[config.mk]
export PLATFORM = sky130hd
export DESIGN_NAME = mips_mdu
export DESIGN_NICKNAME = d
export VERILOG_FILES = /design/src/rtl/mips_mdu.sv
export SDC_FILE = /design/constraint.sdc
export NUM_CORES = 1
export LEC_CHECK = 0
export BUFFER_PORTS_ARGS = -buffer_cell sky130_fd_sc_hd__buf_2
export CORE_MARGIN = 2
export CORE_UTILIZATION = 30
export CTS_BUF_LIST = sky130_fd_sc_hd__clkbuf_4
export DETAILED_ROUTE_END_ITERATION = 7
export PLACE_DENSITY_LB_ADDON = 0.3
export SKIP_LAST_GASP = 1
export SLEW_MARGIN = 10
export SYNTH_ARGS = -nofsm -noshare
export SYNTH_HDL_FRONTEND = slang
export SYNTH_SLANG_ARGS = --single-unit
[constraint.sdc]
create_clock -name clk -period 6 [get_ports clk]
set_clock_uncertainty 0.2 [all_clocks]
set_input_delay 0.6 -clock clk [delete_from_list [all_inputs] [get_ports clk]]
set_output_delay 0.6 -clock clk [all_outputs]
set_load 0.03 [all_outputs]
[src/rtl/mips_mdu.sv]
// mips_mdu: iterative multiply/divide unit with HI/LO registers.
// Handles MULT, MULTU, DIV, DIVU (multi-cycle) and MTHI, MTLO (immediate
// register writes); rdata returns HI/LO for MFHI/MFLO.
// Multiply is shift-add on a 2*WIDTH product register; divide is restoring,
// one quotient bit per cycle, sharing the same register as {rem, quo}.
// Handshake: busy is high while state != IDLE; done (and div_by_zero) pulse
// for one cycle as HI/LO are written. start is only honoured in IDLE.
// Optional build macro: MIPS_MDU_EARLY_OUT_EN -- multiply leaves CALC as soon
// as the remaining multiplier bits are zero; the product is realigned in FIX.
module mips_mdu #(
    parameter int WIDTH = 32,
    parameter int CNT_W = $clog2(WIDTH)
) (
    input  logic             clk,
    input  logic             reset,
    input  logic             start,
    input  logic [5:0]       funct,
    input  logic [WIDTH-1:0] a,
    input  logic [WIDTH-1:0] b,
    output logic             busy,
    output logic             done,
    output logic             div_by_zero,
    output logic [WIDTH-1:0] hi,
    output logic [WIDTH-1:0] lo,
    output logic [WIDTH-1:0] rdata,
    output logic [1:0]       state_dbg
);

    localparam logic [1:0] IDLE = 2'd0;
    localparam logic [1:0] CALC = 2'd1;
    localparam logic [1:0] FIX  = 2'd2;

    localparam logic [5:0] F_MFHI  = 6'b010000;
    localparam logic [5:0] F_MTHI  = 6'b010001;
    localparam logic [5:0] F_MFLO  = 6'b010010;
    localparam logic [5:0] F_MTLO  = 6'b010011;
    localparam logic [5:0] F_MULT  = 6'b011000;
    localparam logic [5:0] F_MULTU = 6'b011001;
    localparam logic [5:0] F_DIV   = 6'b011010;
    localparam logic [5:0] F_DIVU  = 6'b011011;

    logic [1:0]         state_q, state_d;
    logic [CNT_W-1:0]   cnt_q, cnt_d;
    logic [2*WIDTH-1:0] acc_q, acc_d;       // product, or {remainder, quotient}
    logic [WIDTH-1:0]   opnd_q, opnd_d;     // |multiplicand| or |divisor|
    logic               div_q, div_d;       // 1 = divide in flight
    logic               neg_q, neg_d;       // result (product/quotient) negated
    logic               rem_neg_q, rem_neg_d;
    logic               dbz_q, dbz_d;       // divisor was zero
    logic [WIDTH-1:0]   hi_q, hi_d;
    logic [WIDTH-1:0]   lo_q, lo_d;
    logic               done_q, done_d;
    logic               dbz_out_q, dbz_out_d;

    // Decode of the incoming request
    logic             req_mul, req_div, req_signed, sign_a, sign_b;
    logic [WIDTH-1:0] a_mag, b_mag;

    // One datapath iteration of each kind
    logic [WIDTH:0]     mul_sum;
    logic [2*WIDTH-1:0] mul_step;
    logic [WIDTH:0]     div_shift, div_diff;
    logic               div_ge;
    logic [2*WIDTH-1:0] div_step;

    // Result correction in FIX
    logic [2*WIDTH-1:0] mul_prod, mul_res;
    logic [WIDTH-1:0]   div_quo, div_rem;

    assign busy        = (state_q != IDLE);
    assign done        = done_q;
    assign div_by_zero = dbz_out_q;
    assign hi          = hi_q;
    assign lo          = lo_q;
    assign state_dbg   = state_q;

    // MFHI/MFLO read port, purely a function of funct
    always_comb begin
        rdata = '0;
        if (funct == F_MFHI)      rdata = hi_q;
        else if (funct == F_MFLO) rdata = lo_q;
    end

    // Request decode and operand magnitudes
    always_comb begin
        req_mul    = (funct == F_MULT) || (funct == F_MULTU);
        req_div    = (funct == F_DIV)  || (funct == F_DIVU);
        req_signed = (funct == F_MULT) || (funct == F_DIV);
        sign_a     = req_signed & a[WIDTH-1];
        sign_b     = req_signed & b[WIDTH-1];
        a_mag      = sign_a ? -a : a;
        b_mag      = sign_b ? -b : b;
    end

    // Shift-add and restoring-divide iteration steps
    always_comb begin
        mul_sum   = {1'b0, acc_q[2*WIDTH-1:WIDTH]} + (acc_q[0] ? {1'b0, opnd_q} : '0);
        mul_step  = {mul_sum, acc_q[WIDTH-1:1]};
        div_shift = {acc_q[2*WIDTH-1:WIDTH], acc_q[WIDTH-1]};
        div_ge    = (div_shift >= {1'b0, opnd_q});
        div_diff  = div_shift - {1'b0, opnd_q};
        div_step  = {(div_ge ? div_diff[WIDTH-1:0] : div_shift[WIDTH-1:0]),
                     acc_q[WIDTH-2:0], div_ge};
    end

`ifdef MIPS_MDU_EARLY_OUT_EN
    // cnt_q shifts were skipped by the early exit; finish them here
    assign mul_prod = acc_q >> cnt_q;
`else
    assign mul_prod = acc_q;
`endif

    // Sign correction of the finished results
    always_comb begin
        mul_res = neg_q ? -mul_prod : mul_prod;
        div_quo = neg_q ? -acc_q[WIDTH-1:0] : acc_q[WIDTH-1:0];
        div_rem = rem_neg_q ? -acc_q[2*WIDTH-1:WIDTH] : acc_q[2*WIDTH-1:WIDTH];
    end

`ifdef MIPS_MDU_EARLY_OUT_EN
    logic [WIDTH-1:0] rem_mask;
    // Positions still holding unconsumed multiplier bits after this step
    assign rem_mask = (WIDTH'(1) << cnt_q) - WIDTH'(1);
`endif

    // FSM next-state and register updates
    always_comb begin
        state_d   = state_q;
        cnt_d     = cnt_q;
        acc_d     = acc_q;
        opnd_d    = opnd_q;
        div_d     = div_q;
        neg_d     = neg_q;
        rem_neg_d = rem_neg_q;
        dbz_d     = dbz_q;
        hi_d      = hi_q;
        lo_d      = lo_q;
        done_d    = 1'b0;
        dbz_out_d = 1'b0;

        case (state_q)
            IDLE: begin
                if (start) begin
                    if (funct == F_MTHI) begin
                        hi_d = a;
                    end else if (funct == F_MTLO) begin
                        lo_d = a;
                    end else if (req_mul || req_div) begin
                        state_d   = CALC;
                        cnt_d     = CNT_W'(WIDTH - 1);
                        div_d     = req_div;
                        neg_d     = sign_a ^ sign_b;
                        rem_neg_d = sign_a;
                        dbz_d     = req_div && (b == '0);
                        // multiply: multiplicand |a|, multiplier |b| in the low half
                        // divide:   divisor |b|, dividend |a| in the low half
                        opnd_d    = req_div ? b_mag : a_mag;
                        acc_d     = {{WIDTH{1'b0}}, (req_div ? a_mag : b_mag)};
                    end
                end
            end
            CALC: begin
                acc_d = div_q ? div_step : mul_step;
                if (cnt_q == '0) begin
                    state_d = FIX;
                end else begin
                    cnt_d = cnt_q - CNT_W'(1);
`ifdef MIPS_MDU_EARLY_OUT_EN
                    if (!div_q && ((mul_step[WIDTH-1:0] & rem_mask) == '0)) begin
                        state_d = FIX;
                        cnt_d   = cnt_q;
                    end
`endif
                end
            end
            FIX: begin
                state_d   = IDLE;
                cnt_d     = '0;
                done_d    = 1'b1;
                dbz_out_d = div_q & dbz_q;
                if (div_q) begin
                    hi_d = div_rem;
                    lo_d = dbz_q ? '1 : div_quo;
                end else begin
                    hi_d = mul_res[2*WIDTH-1:WIDTH];
                    lo_d = mul_res[WIDTH-1:0];
                end
            end
            default: begin
                state_d = IDLE;
            end
        endcase
    end

    // State registers; reset aborts any operation without a done pulse
    always_ff @(posedge clk) begin
        if (reset) begin
            state_q   <= IDLE;
            cnt_q     <= '0;
            acc_q     <= '0;
            opnd_q    <= '0;
            div_q     <= 1'b0;
            neg_q     <= 1'b0;
            rem_neg_q <= 1'b0;
            dbz_q     <= 1'b0;
            hi_q      <= '0;
            lo_q      <= '0;
            done_q    <= 1'b0;
            dbz_out_q <= 1'b0;
        end else begin
            state_q   <= state_d;
            cnt_q     <= cnt_d;
            acc_q     <= acc_d;
            opnd_q    <= opnd_d;
            div_q     <= div_d;
            neg_q     <= neg_d;
            rem_neg_q <= rem_neg_d;
            dbz_q     <= dbz_d;
            hi_q      <= hi_d;
            lo_q      <= lo_d;
            done_q    <= done_d;
            dbz_out_q <= dbz_out_d;
        end
    end

endmodule

==> results.env <==
RUN_STATUS='finished, final reports clean'
DIE_H_UM=230
POSTSYNTHCELLCOUNT=2147
FINISH_STAGE_SETUP_VIOLS=0
TIMING.SLEW.HEADROOM=0.239
GRT_OVERFLOW_TOTAL=0
SEQUENTIALPOWERSHARE=0.450
DRTANTENNAVIOLNETS=0
NUMBER_OF_GLOBAL_ROUTE_VIAS_BEFORE_REPAIR=15140
GRT_START_MAX_NET_PINS=62
DRT-INITIAL-DRC-COUNT=1784
PEAKVDDDROP_mV=0.110
CLKSLEWWORSTSETUPHOLDPATHS_NS=0.19
FINALMAXSLEWVIOLATIONS=0
FINISH.NET_COUNT=2352
NUM_IO_PINS=174
LEAKAGEPOWER_nW=6.79
DETAIL_ROUTE.WIRELENGTH_MM=65.4
FMAX_GHz=0.240
DRCVIOLATIONCOUNT=0
SHARE_CLK_OF_TOTAL_POWER=0.295
SYN_AREA_PER_CELL_UM2=7.15
DIE_AREA_MM2=0.0530
POST-CTS-SETUP-BUFFER-COUNT=0
NET_COUNT_AFTER_SYNTHESIS=2292
CLK_ROOT_BUFFER_CELL='sky130_fd_sc_hd__clkbuf_4'
CELLPOWERDENSITY_mW_PER_MM2=158
DRV.MAX_CAP_VIOLATION_COUNT=0
CTS_TREE='done'
FIN_CRIT_SHARE=0.696
GRT_SETUP_UNREPAIRED='no'
GRT_ANTENNA_BEFORE_REPAIR=5
WORST-SLEW-PIN-TRANSITION_NS=1.14
CRITICALPATHCATEGORY='reg2reg'
DRT_VIA_DENSITY=5.80
FILLERINSTANCES=5419
CTS_HTREE_LEVELS=4
MULTI_INPUT_COMB_AREA_MM2=0.0111
CP_MAX_FO=19
MOST_COMMON_CELL_AFTER_LAYOUT_FILL_AND_TAPS_ASIDE='sky130_fd_sc_hd__nor2_1'
CTSHOLDBUFFERS=0
POSTLAYOUTSETUPSLACKWORST_NS=1.83
SYNTH_EDF_COUNT=0
DRT-WIRELENGTH-PER-CELL_UM=22.6
CP-STARTPOINT='acc_q[0]'
CRITICAL_PATH.REG2REG.STARTPOINT='acc_q[0]'
CORE_REGION_AREA_MM2=0.0504
CORE.ROWCOUNT=82
CRITICAL_PATH_ARRIVAL_NS=4.56
SYNTH_TO_LAYOUT_AREA_GROWTH_PCT=10.7
INTERNAL_POWER_mW=1.67
PORTION_OF_TOTAL_POWER_ATTRIBUTED_TO_COMBINATIONAL_LOGIC=0.255
LAYOUT.CELLS.MOST_COMMON_LIST='sky130_fd_sc_hd__nor2_1, sky130_fd_sc_hd__nand2_1, sky130_fd_sc_hd__a21oi_1'
TOTALNEGATIVESETUPSLACK_NS=0
HOLD_VIOL=0
AREA.SEQUENTIAL_MM2=0.00346
DETAILEDPLACEMENTHPWL_MM=51.6
HOLDCRITSTARTPOINT='a[19]'
NET-SWITCHING-POWER_mW=1.01
SEQ_AREA_FRAC_SYNTH=0.226
FLOORPLAN.INITIALDENSITY=0.305
GP_CONGESTION=0.989
DPL_WORST_SLACK_NS=1.87
SYNTH_WARNINGS=0
ENDPOINT_KIND='flop'
SYN_AREA_MM2=0.0153
TIMING.FINAL.CRIT_PERIOD_NS=4.17
VIAS=16810
FIRSTDRTPASSITERS=6
CLKLATENCYLATEPIN_NS=0.67
SYNTHDISTINCTLIBCELLS=78
SYNTH_ASYNC_SR_FLOP_SHARE=0
PLACE.PORT_BUFFERS=173
MAX-CLOCK-PATH-BUFFERS=2
REQUIRED_NS=6.39
SHARE_OF_POST_ROUTE_CELLS_WITH_DRIVE_STRENGTH_ABOVE_1=0.119
TIMING.HOLD.WORST.CLASS='in2reg'
CTSRESIZECOUNT=0
CLOCK_SINKS=173
CTS_MADE_BUFFERS=17
NETSWITCHINGFRACTION=0.378
GLOBALROUTETOTALUTIL=0.238
ELEMENT_TYPE_AT_THE_CRITICAL_PATH_START='flop'
DIE_WIDTH_UM=230
GRT_PASS1_WL_MM=96.6
SYNTH-SEQ-CELLS=173
MOST_USED_DFF_POST_SYNTH='sky130_fd_sc_hd__dfxtp_1'
[critical path: stages (launching register included)]
cell	delay (ns)
sky130_fd_sc_hd__dfxtp_1	0.39
sky130_fd_sc_hd__inv_1	0.51
sky130_fd_sc_hd__buf_4	0.34
sky130_fd_sc_hd__nor2_1	0.07
sky130_fd_sc_hd__ha_1	0.35
sky130_fd_sc_hd__nand4b_1	0.17
sky130_fd_sc_hd__a211oi_1	0.42
sky130_fd_sc_hd__a211oi_1	0.19
sky130_fd_sc_hd__o41a_1	0.42
sky130_fd_sc_hd__o31a_1	0.35
sky130_fd_sc_hd__o21a_1	0.17
sky130_fd_sc_hd__a2111o_1	0.38
sky130_fd_sc_hd__o211a_1	0.13
[logic make-up (layout without fill, tap and decap cells)]
kind of cell | after synthesis | count (layout) | synth area share
AOI/OAI and AO/OA | 660 | 660 | 0.281
xor gates and xnor gates | 174 | 174 | 0.0993
adders and majority gates | 72 | 72 | 0.0597
buffers and inverters | 221 | 294 | 0.0553
DFF | 173 | 173 | 0.226
muxes | 77 | 77 | 0.0506
other | 0 | 4 | 0
and+or+nand+nor | 770 | 770 | 0.229
[cell usage after synthesis (all sizes together), types with 10 or more instances]
cell / instances / area, µm²
a21oi: 201 / 1010
nor4: 18 / 119
dfxtp: 173 / 3460
o21ai: 135 / 676
a22o: 10 / 87.6
a211oi: 39 / 293
and3: 13 / 81.3
nor2: 256 / 961
a31oi: 13 / 81.3
o22ai: 16 / 100
mux2i: 72 / 721
inv: 65 / 244
o41ai: 23 / 224
buf: 22 / 101
a21o: 32 / 240
o21a: 12 / 97.6
xor2: 71 / 622
clkbuf: 133 / 499
o221ai: 33 / 289
nor2b: 11 / 68.8
o31ai: 24 / 180
a221o: 10 / 100
and2: 11 / 68.8
a311oi: 10 / 87.6
nand2: 250 / 938
ha: 70 / 876
nand3: 44 / 220
nand4: 16 / 100
xnor2: 103 / 902
o211ai: 38 / 285
or3: 33 / 211
nand2b: 17 / 114
nor3: 59 / 300
or2: 11 / 68.8
or4: 13 / 105
[registers in the layout, summed over array words and instances (netlist names)]
name and flops:
acc_q 64, cnt_q 5, dbz_q 1, div_by_zero 1
div_q 1, done 1, hi 32, lo 32
neg_q 1, opnd_q 32, rem_neg_q 1, state_dbg 2
[power by group through the flow]
stage,clock network [mW],registers (mW),logic (mW)
detailed placement,0,1.23,0.663
global route,0.837,1.21,0.728
finish,0.791,1.20,0.683
CTS,0.800,1.20,0.667
global placement,0,1.23,0.661
floorplan,0,1.22,0.437
[worst paths after layout]
| check | slack [ns] | end | cells after the start |
|---|---|---|---|
| max reg2reg | 1.83 | acc_q[60] | 12 |
| min reg2reg | 0.27 | opnd_q[4] | 2 |
| max | 1.83 | acc_q[60] | 12 |
| min | 0.06 | hi[19] | 3 |
[cell type report]
| cell class | count | share of cell area |
|---|---|---|
| clock buffer | 17 | 0.00751 |
| inverter | 66 | 0.0146 |
| timing repair buffer | 196 | 0.0613 |
| tap | 672 | 0.0495 |
| clock inverter | 15 | 0.0113 |
| antenna | 4 | 0.000589 |
| sequential | 173 | 0.204 |
| multi-input combinational | 1753 | 0.651 |
[layer usage]
layer | vias up | part of all wire | track usage
met2 | 864 | 0.42 | 0.352
met4 | 0 | 0.033 | 0.0873
met5 | - | 0 | 0
met1 | 7957 | 0.46 | 0.344
met3 | 92 | 0.086 | 0.0409
li1 | 7897 | - | -
[per-stage QoR]
stage	cell area [µm²]	instances	hold WS, ns	utilization	power [mW]
after floorplan	15300	2147	0.232	-	1.66
after global placement	16700	2860	0.242	0.331	1.89
after detailed placement	16700	2860	0.249	0.331	1.89
after CTS	17000	2892	0.0151	0.337	2.67
after global routing	17000	2896	0.0346	0.337	2.77
final	17000	2896	0.0616	0.337	2.68
Note: power is estimated with default switching activity, not from simulation.
